`src/rtl/itu656_line_decoder_if.sv`:
```
// Decoded BT.656 pixel bus: one {Y,C} word per strobe with position, field and sync status.
interface itu656_line_decoder_if;
  logic [15:0] oYCbCr;
  logic        oDVAL;
  logic [9:0]  oTV_X;
  logic [9:0]  oTV_Y;
  logic        oField;
  logic        oSync_Err;

  modport master (output oYCbCr, oDVAL, oTV_X, oTV_Y, oField, oSync_Err);
  modport slave  (input  oYCbCr, oDVAL, oTV_X, oTV_Y, oField, oSync_Err);
endinterface

```
`src/rtl/itu656_line_decoder.sv`:
```
// BT.656 byte stream to 4:2:2 pixel decoder with FF 00 00 XY timing-reference tracking.
//   state  | meaning
//   SEARCH | no valid timing reference seen since reset or loss of stable
//   BLANK  | between EAV and SAV, or vertical blanking line
//   ACTIVE | assembling Cb Y0 Cr Y1 pixels of an active line
module itu656_line_decoder #(
  parameter int ACT_PIX     = 720,
  parameter bit CHECK_PROT  = 1'b1,
  parameter int SYNC_STAGES = 2
) (
  input  logic       iCLK,
  input  logic       iRST_N,
  input  logic [7:0] iTD_DATA,
  input  logic       iTD_Stable,
  itu656_line_decoder_if.master vid
);

  typedef enum logic [1:0] {SEARCH, BLANK, ACTIVE} state_t;

  localparam logic [9:0] ACT_MAX = 10'(ACT_PIX);

  state_t                 state;
  logic [SYNC_STAGES-1:0] sync_q;
  logic                   stb;
  logic [7:0]             cur;
  logic [23:0]            win;
  logic [1:0]             phase;
  logic [9:0]             x;
  logic [7:0]             c;
  logic                   line_pix;
  logic [15:0]            ycbcr;
  logic                   dval;
  logic [9:0]             tv_x;
  logic [9:0]             tv_y;
  logic                   field;
  logic                   sync_err;
  logic                   hit, f, v, h, prot_ok, xy_ok;

  // Input byte is registered first, so win holds the three bytes before cur.
  assign stb     = sync_q[SYNC_STAGES-1];
  assign hit     = (win == 24'hFF_0000);
  assign f       = cur[6];
  assign v       = cur[5];
  assign h       = cur[4];
  assign prot_ok = cur[7] && (cur[3:0] == {v ^ h, f ^ h, f ^ v, f ^ v ^ h});
  assign xy_ok   = prot_ok || !CHECK_PROT;

  always_ff @(posedge iCLK or negedge iRST_N) begin
    if (!iRST_N) begin
      state    <= SEARCH;
      sync_q   <= '0;
      cur      <= 8'h00;
      win      <= 24'h0;
      phase    <= 2'd0;
      x        <= 10'd0;
      c        <= 8'h00;
      line_pix <= 1'b0;
      ycbcr    <= 16'h0;
      dval     <= 1'b0;
      tv_x     <= 10'd0;
      tv_y     <= 10'd0;
      field    <= 1'b0;
      sync_err <= 1'b0;
    end else begin
      sync_q   <= {sync_q[SYNC_STAGES-2:0], iTD_Stable};
      cur      <= iTD_DATA;
      win      <= {win[15:0], cur};
      dval     <= 1'b0;
      sync_err <= 1'b0;
      if (!stb) begin
        state    <= SEARCH;
        phase    <= 2'd0;
        x        <= 10'd0;
        line_pix <= 1'b0;
      end else if (hit && !xy_ok) begin
        sync_err <= 1'b1;
      end else if (hit) begin
        if (h) begin
          state    <= BLANK;
          line_pix <= 1'b0;
          if (line_pix) tv_y <= tv_y + 10'd1;
        end else if (v) begin
          state    <= BLANK;
          line_pix <= 1'b0;
          tv_y     <= 10'd0;
        end else begin
          state    <= ACTIVE;
          field    <= f;
          x        <= 10'd0;
          phase    <= 2'd0;
          line_pix <= 1'b0;
        end
      end else if (state == ACTIVE) begin
        // FF can only be the start of EAV here; any half-built pixel is abandoned.
        if (cur == 8'hFF) begin
          state <= BLANK;
        end else begin
          phase <= phase + 2'd1;
          if (!phase[0]) begin
            c <= cur;
          end else if (x < ACT_MAX) begin
            dval     <= 1'b1;
            ycbcr    <= {cur, c};
            tv_x     <= x;
            x        <= x + 10'd1;
            line_pix <= 1'b1;
          end
        end
      end
    end
  end

  assign vid.oYCbCr    = ycbcr;
  assign vid.oDVAL     = dval;
  assign vid.oTV_X     = tv_x;
  assign vid.oTV_Y     = tv_y;
  assign vid.oField    = field;
  assign vid.oSync_Err = sync_err;

endmodule
```
`src/flat_wrapper.sv`:
```
// flat-port wrapper written by rule: the top's interface ports become plain ports
module itu656_line_decoder_flat 
#(
  parameter int ACT_PIX     = 720,
  parameter bit CHECK_PROT  = 1'b1,
  parameter int SYNC_STAGES = 2
)
  (iCLK, iRST_N, iTD_DATA, iTD_Stable, vid_oYCbCr, vid_oDVAL, vid_oTV_X, vid_oTV_Y, vid_oField, vid_oSync_Err);
  itu656_line_decoder_if vid_i ();
  input  logic iCLK;
  input  logic iRST_N;
  input  logic [7:0] iTD_DATA;
  input  logic iTD_Stable;
  output wire logic [$bits(vid_i.oYCbCr)-1:0] vid_oYCbCr;
  output wire logic [$bits(vid_i.oDVAL)-1:0] vid_oDVAL;
  output wire logic [$bits(vid_i.oTV_X)-1:0] vid_oTV_X;
  output wire logic [$bits(vid_i.oTV_Y)-1:0] vid_oTV_Y;
  output wire logic [$bits(vid_i.oField)-1:0] vid_oField;
  output wire logic [$bits(vid_i.oSync_Err)-1:0] vid_oSync_Err;
  assign vid_oYCbCr = vid_i.oYCbCr;
  assign vid_oDVAL = vid_i.oDVAL;
  assign vid_oTV_X = vid_i.oTV_X;
  assign vid_oTV_Y = vid_i.oTV_Y;
  assign vid_oField = vid_i.oField;
  assign vid_oSync_Err = vid_i.oSync_Err;
  itu656_line_decoder #(.ACT_PIX(ACT_PIX), .CHECK_PROT(CHECK_PROT), .SYNC_STAGES(SYNC_STAGES)) u_core (.iCLK(iCLK), .iRST_N(iRST_N), .iTD_DATA(iTD_DATA), .iTD_Stable(iTD_Stable), .vid(vid_i));
endmodule
```
`config.mk`:
```
export PLATFORM = sky130hd
export DESIGN_NAME = itu656_line_decoder_flat
export DESIGN_NICKNAME = d
export VERILOG_FILES = /design/src/rtl/itu656_line_decoder_if.sv /design/src/rtl/itu656_line_decoder.sv /design/src/flat_wrapper.sv
export SDC_FILE = /design/constraint.sdc
export NUM_CORES = 1
export LEC_CHECK = 0
export CORE_MARGIN = 2
export CORE_UTILIZATION = 54
export CTS_CLUSTER_DIAMETER = 150
export DETAILED_ROUTE_END_ITERATION = 10
export PLACE_DENSITY = 0.82
export SYNTH_ARGS = -nofsm -noshare
export SYNTH_HDL_FRONTEND = slang
export SYNTH_SLANG_ARGS = --single-unit
```
`constraint.sdc`:
```
create_clock -name iCLK -period 3.2 [get_ports iCLK]
set_input_delay 0.32 -clock iCLK [delete_from_list [all_inputs] [get_ports iCLK]]
set_output_delay 0.32 -clock iCLK [all_outputs]
set_load 0.005 [all_outputs]
```
==> results of run 1 <==
==> registers in the layout, indices dropped and copies added (netlist names), 2 cells and up <==
| register | count |
|---|---|
| u_core.win | 24 |
| u_core.vid.oYCbCr | 16 |
| u_core.vid.oTV_X | 10 |
| u_core.vid.oTV_Y | 10 |
| u_core.x | 10 |
| u_core.c | 8 |
| u_core.cur | 8 |
| u_core.state | 2 |
| u_core.sync_q | 2 |
==> routing by layer <==
| layer | routed length, µm | up-vias | track usage, % | part of all wire (%) |
|---|---|---|---|---|
| li1 | - | 1274 | - | - |
| met5 | 0 | - | 0 | 0 |
| met3 | 357 | 21 | 4.48 | 4.3 |
| met2 | 4120 | 100 | 37.8 | 50 |
| met1 | 3500 | 1388 | 31.3 | 43 |
| met4 | 239 | 0 | 11.8 | 2.9 |
==> cell type report <==
| type | count | area, µm² |
|---|---|---|
| inverter | 12 | 45.0 |
| tap | 96 | 120 |
| multi-input combinational | 191 | 1390 |
| timing repair buffer | 60 | 573 |
| clock buffer | 12 | 165 |
| clock inverter | 4 | 58.8 |
| fill | 495 | 2140 |
| sequential | 95 | 2380 |
==> metrics by stage <==
| stage | setup WS [ps] | instances | utilization, % | cell area [µm²] |
|---|---|---|---|---|
| 2_1_floorplan | 836 | 308 | - | 3860 |
| 3_3_place_gp | 618 | 453 | 65.4 | 4500 |
| 3_5_place_dp | 551 | 453 | 65.4 | 4500 |
| 4_1_cts | 522 | 470 | 68.9 | 4730 |
| 5_1_grt | 277 | 470 | 68.9 | 4730 |
| 6_report | 459 | 470 | 68.9 | 4730 |
==> worst max-delay path, delay by kind of cell, from the launching register on <==
kind	cells	cell delay, ps
AOI/OAI and AO/OA	2	720
adders and majority gates	1	240
buffers and inverters	1	310
DFF	1	510
muxes	1	370
and+or+nand+nor	2	470
==> where the power goes <==
group	leakage [nW]	internal (W)	switching [W]
combinational	0.695	0.0000279	0.0000500
clock	0.116	0.000436	0.000416
sequential	1.25	0.00122	0.0000200
==> placed cells by master, fill, tap and decap left out, types with 2 or more instances in the layout <==
| master | synthesis | final |
|---|---|---|
| sky130_fd_sc_hd__a211o_1 | 3 | 3 |
| sky130_fd_sc_hd__a211oi_1 | 2 | 2 |
| sky130_fd_sc_hd__a21oi_1 | 2 | 2 |
| sky130_fd_sc_hd__a31oi_1 | 3 | 3 |
| sky130_fd_sc_hd__and3_1 | 5 | 5 |
| sky130_fd_sc_hd__buf_4 | 2 | 11 |
| sky130_fd_sc_hd__clkbuf_8 | 0 | 12 |
| sky130_fd_sc_hd__clkdlybuf4s50_1 | 0 | 48 |
| sky130_fd_sc_hd__dfrtp_1 | 95 | 95 |
| sky130_fd_sc_hd__ha_1 | 4 | 4 |
| sky130_fd_sc_hd__inv_1 | 10 | 10 |
| sky130_fd_sc_hd__inv_6 | 0 | 2 |
| sky130_fd_sc_hd__mux2_1 | 2 | 2 |
| sky130_fd_sc_hd__mux2_2 | 24 | 24 |
| sky130_fd_sc_hd__mux2i_1 | 3 | 3 |
| sky130_fd_sc_hd__nand2_1 | 15 | 15 |
| sky130_fd_sc_hd__nand2b_1 | 4 | 4 |
| sky130_fd_sc_hd__nand3_1 | 13 | 13 |
| sky130_fd_sc_hd__nand3b_1 | 2 | 2 |
| sky130_fd_sc_hd__nand4_1 | 7 | 7 |
| sky130_fd_sc_hd__nor2_1 | 10 | 10 |
| sky130_fd_sc_hd__nor3_1 | 6 | 6 |
| sky130_fd_sc_hd__nor4_1 | 2 | 2 |
| sky130_fd_sc_hd__o2111ai_1 | 2 | 2 |
| sky130_fd_sc_hd__o211ai_1 | 8 | 8 |
| sky130_fd_sc_hd__o21ai_0 | 24 | 24 |
| sky130_fd_sc_hd__o21ai_1 | 8 | 8 |
| sky130_fd_sc_hd__o221ai_1 | 2 | 2 |
| sky130_fd_sc_hd__o31ai_1 | 4 | 4 |
| sky130_fd_sc_hd__or2_2 | 2 | 2 |
| sky130_fd_sc_hd__or3_1 | 4 | 4 |
| sky130_fd_sc_hd__or4_1 | 4 | 4 |
| sky130_fd_sc_hd__xor2_1 | 2 | 2 |
==> cell families (layout without fill, tap and decap cells) <==
logic type	after synthesis	after routing	synth area share [%]
AO/OA/AOI/OAI	72	72	13.1
adder cells (fa/ha/maj)	4	4	1.30
AND/OR/NAND/NOR	82	82	12.0
flip-flops	95	95	61.6
multiplexers	29	29	8.37
XOR/XNOR	4	4	1.26
buffers and inverters	22	88	2.37
==> worst paths after layout <==
path | start | endpoint | slack (ps) | cells past startpoint
setup reg to reg | u_core.cur[5] | u_core.vid.oYCbCr[5] | 460 | 7
min in group asynchronous | iRST_N | u_core.win[5] | 500 | 2
setup / recovery | u_core.cur[5] | u_core.vid.oYCbCr[5] | 460 | 7
hold / removal | u_core.sync_q[0] | u_core.sync_q[1] | 370 | 0
max in group asynchronous | iRST_N | u_core.vid.oTV_X[4] | 1960 | 3
hold reg to reg | u_core.sync_q[0] | u_core.sync_q[1] | 370 | 0
==> metrics.md, run 1 <==
| Metric | Value |
|---|---|
| Outcome | completed |
| X dimension of the die | 88.5 µm |
| Setup crit end kind | register |
| Critical-path maximum fanout | 15 |
| Initial antenna violation count | 0 |
| Number of warnings reported in the yosys synthesis log | 0 |
| Top cell types by occurrence after synthesis | 95 x sky130_fd_sc_hd__dfrtp_1, 24 x sky130_fd_sc_hd__mux2_2, 24 x sky130_fd_sc_hd__o21ai_0, 15 x sky130_fd_sc_hd__nand2_1, 13 x sky130_fd_sc_hd__nand3_1 |
| Type of element launching the critical path | register |
| Critical path type | reg -> reg |
| Top area cells in the synthesized netlist | sky130_fd_sc_hd__dfrtp_1 62%, sky130_fd_sc_hd__mux2_2 7.0%, sky130_fd_sc_hd__o21ai_0 3.1% |
| Arrival time worst endpoint | 3000 ps |
| Floorplan die height | 88.5 µm |
| Clock Latency Late Sink | 360 ps |
| Antenna-violating nets left | 0 |
| Crit share post-route | 85.7% |
| Area enclosed by the die boundary | 0.00784 mm² |
| Area inside the core boundary | 0.00687 mm² |
| CTS sink cnt | 95 |
| Maximum number of pins on one net before global-route repair | 50 |
| Count of antenna diodes in the layout | 0 |
| Wire length of the first global-routing pass | 13900 µm |
| Async S/R FF share, synth | 100% |
| Setup-violating endpoint count in the final report | 0 |
| Worst-path clk slew | 90 ps |
| Total I/O pin count | 50 |
| Inserted Clock Buffers | 9 |
| Critical path's largest stage delay | 540 ps |
| Area of the mapped netlist | 0.00386 mm² |
| Design Power | 0.00217 W |
| Vias after detailed routing | 2783 |
| Layout cells sized above 1 | 16.6% |
| Cell row count | 30 |
| Net count of the finished layout | 384 |
| Total wire length after detailed routing | 8210 µm |
| Worst Max-Slew Pin Slew | 710 ps |
| Number of distinct library cell variants in the gate-level netlist after synthesis | 58 |
| Synthesized instance count | 308 |
| Sequence of cells on the critical path | ha_1, nand3_1, o2111ai_1, a211oi_2, nand2_2, inv_2, mux2_2 |
| Worst relative slew slack | 52.4% |
| Total routing usage reported by global routing | 23.7% |
| Mean Syn Cell Area | 12.5 µm² |
| Portion of synthesized cell area occupied by the leading cell type | 61.6% |
| H-tree depth | 3 |
| Count of TritonRoute iterations in the first routing pass | 4 |
| Routed vias/inst | 5.92 |
| Setup Buffers After CTS | 0 |
| Vias in the first global route | 2860 |
| Dominant register cell in the synthesized netlist | sky130_fd_sc_hd__dfrtp_1 |
| Most common cell in the netlist | sky130_fd_sc_hd__dfrtp_1 |
| TritonCTS clock tree | yes |
| Routed wire length per instance | 17.5 µm |
| Residual DRC | 0 |
| # hold bufs at CTS | 1 |
| Total negative setup slack | 0 ps |
| Leakage power figure | 2.06 nW |
| Hold Fails Final Rpt | 0 |
| Max Root-Sink Buffers | 2 |
| Root buffer selected by CTS | sky130_fd_sc_hd__clkbuf_8 |
| Worst hold slack | 366 ps |
| Data required time of the critical path | 3460 ps |
| Tmin final | 2740 ps |
| CTS-repair resized insts | 0 |
| Maximum clock rate | 365 MHz |
| Class of the tightest hold or removal check | reg -> reg |
| Area growth, synth to finish | 22.6% |
| Routability Congestion | 0.854 |
| Count of port buffers added during placement | 49 |
| Power per unit of standard cell area | 459 mW/mm² |
| Synthesized Nets | 323 |
| Setup repair after global routing missed its margin | no |
| Starting Density | 56.2% |
| Fin Clk Skew | 8.39 ps |
| Number of flops mapped to enable cells by yosys | 0 |
| Number of DRC markers after the initial detailed-route iteration | 287 |
| Cell type contributing the most total cell area after synthesis | sky130_fd_sc_hd__dfrtp_1 |
| Final slew viol count | 0 |
| Number of violations of the max-capacitance limit | 0 |
| Post-synthesis sequential element count | 95 |
| Crit-path slowest cell | sky130_fd_sc_hd__a211oi_2 |
| Sequential area share after synthesis | 61.6% |
| DP HPWL | 5660 µm |
| Leftover overflow at the end of global routing | 0 |
| VDD IR max | 0.261 mV |
No activity file was read; power rests on OpenSTA's default activity.
==> run 2: changes to the inputs <==
Settings changed: HOLD_SLACK_MARGIN set to 0.02.
==> results of run 2 <==
The final DEF is identical to that of run 1; final timing and power are the same.
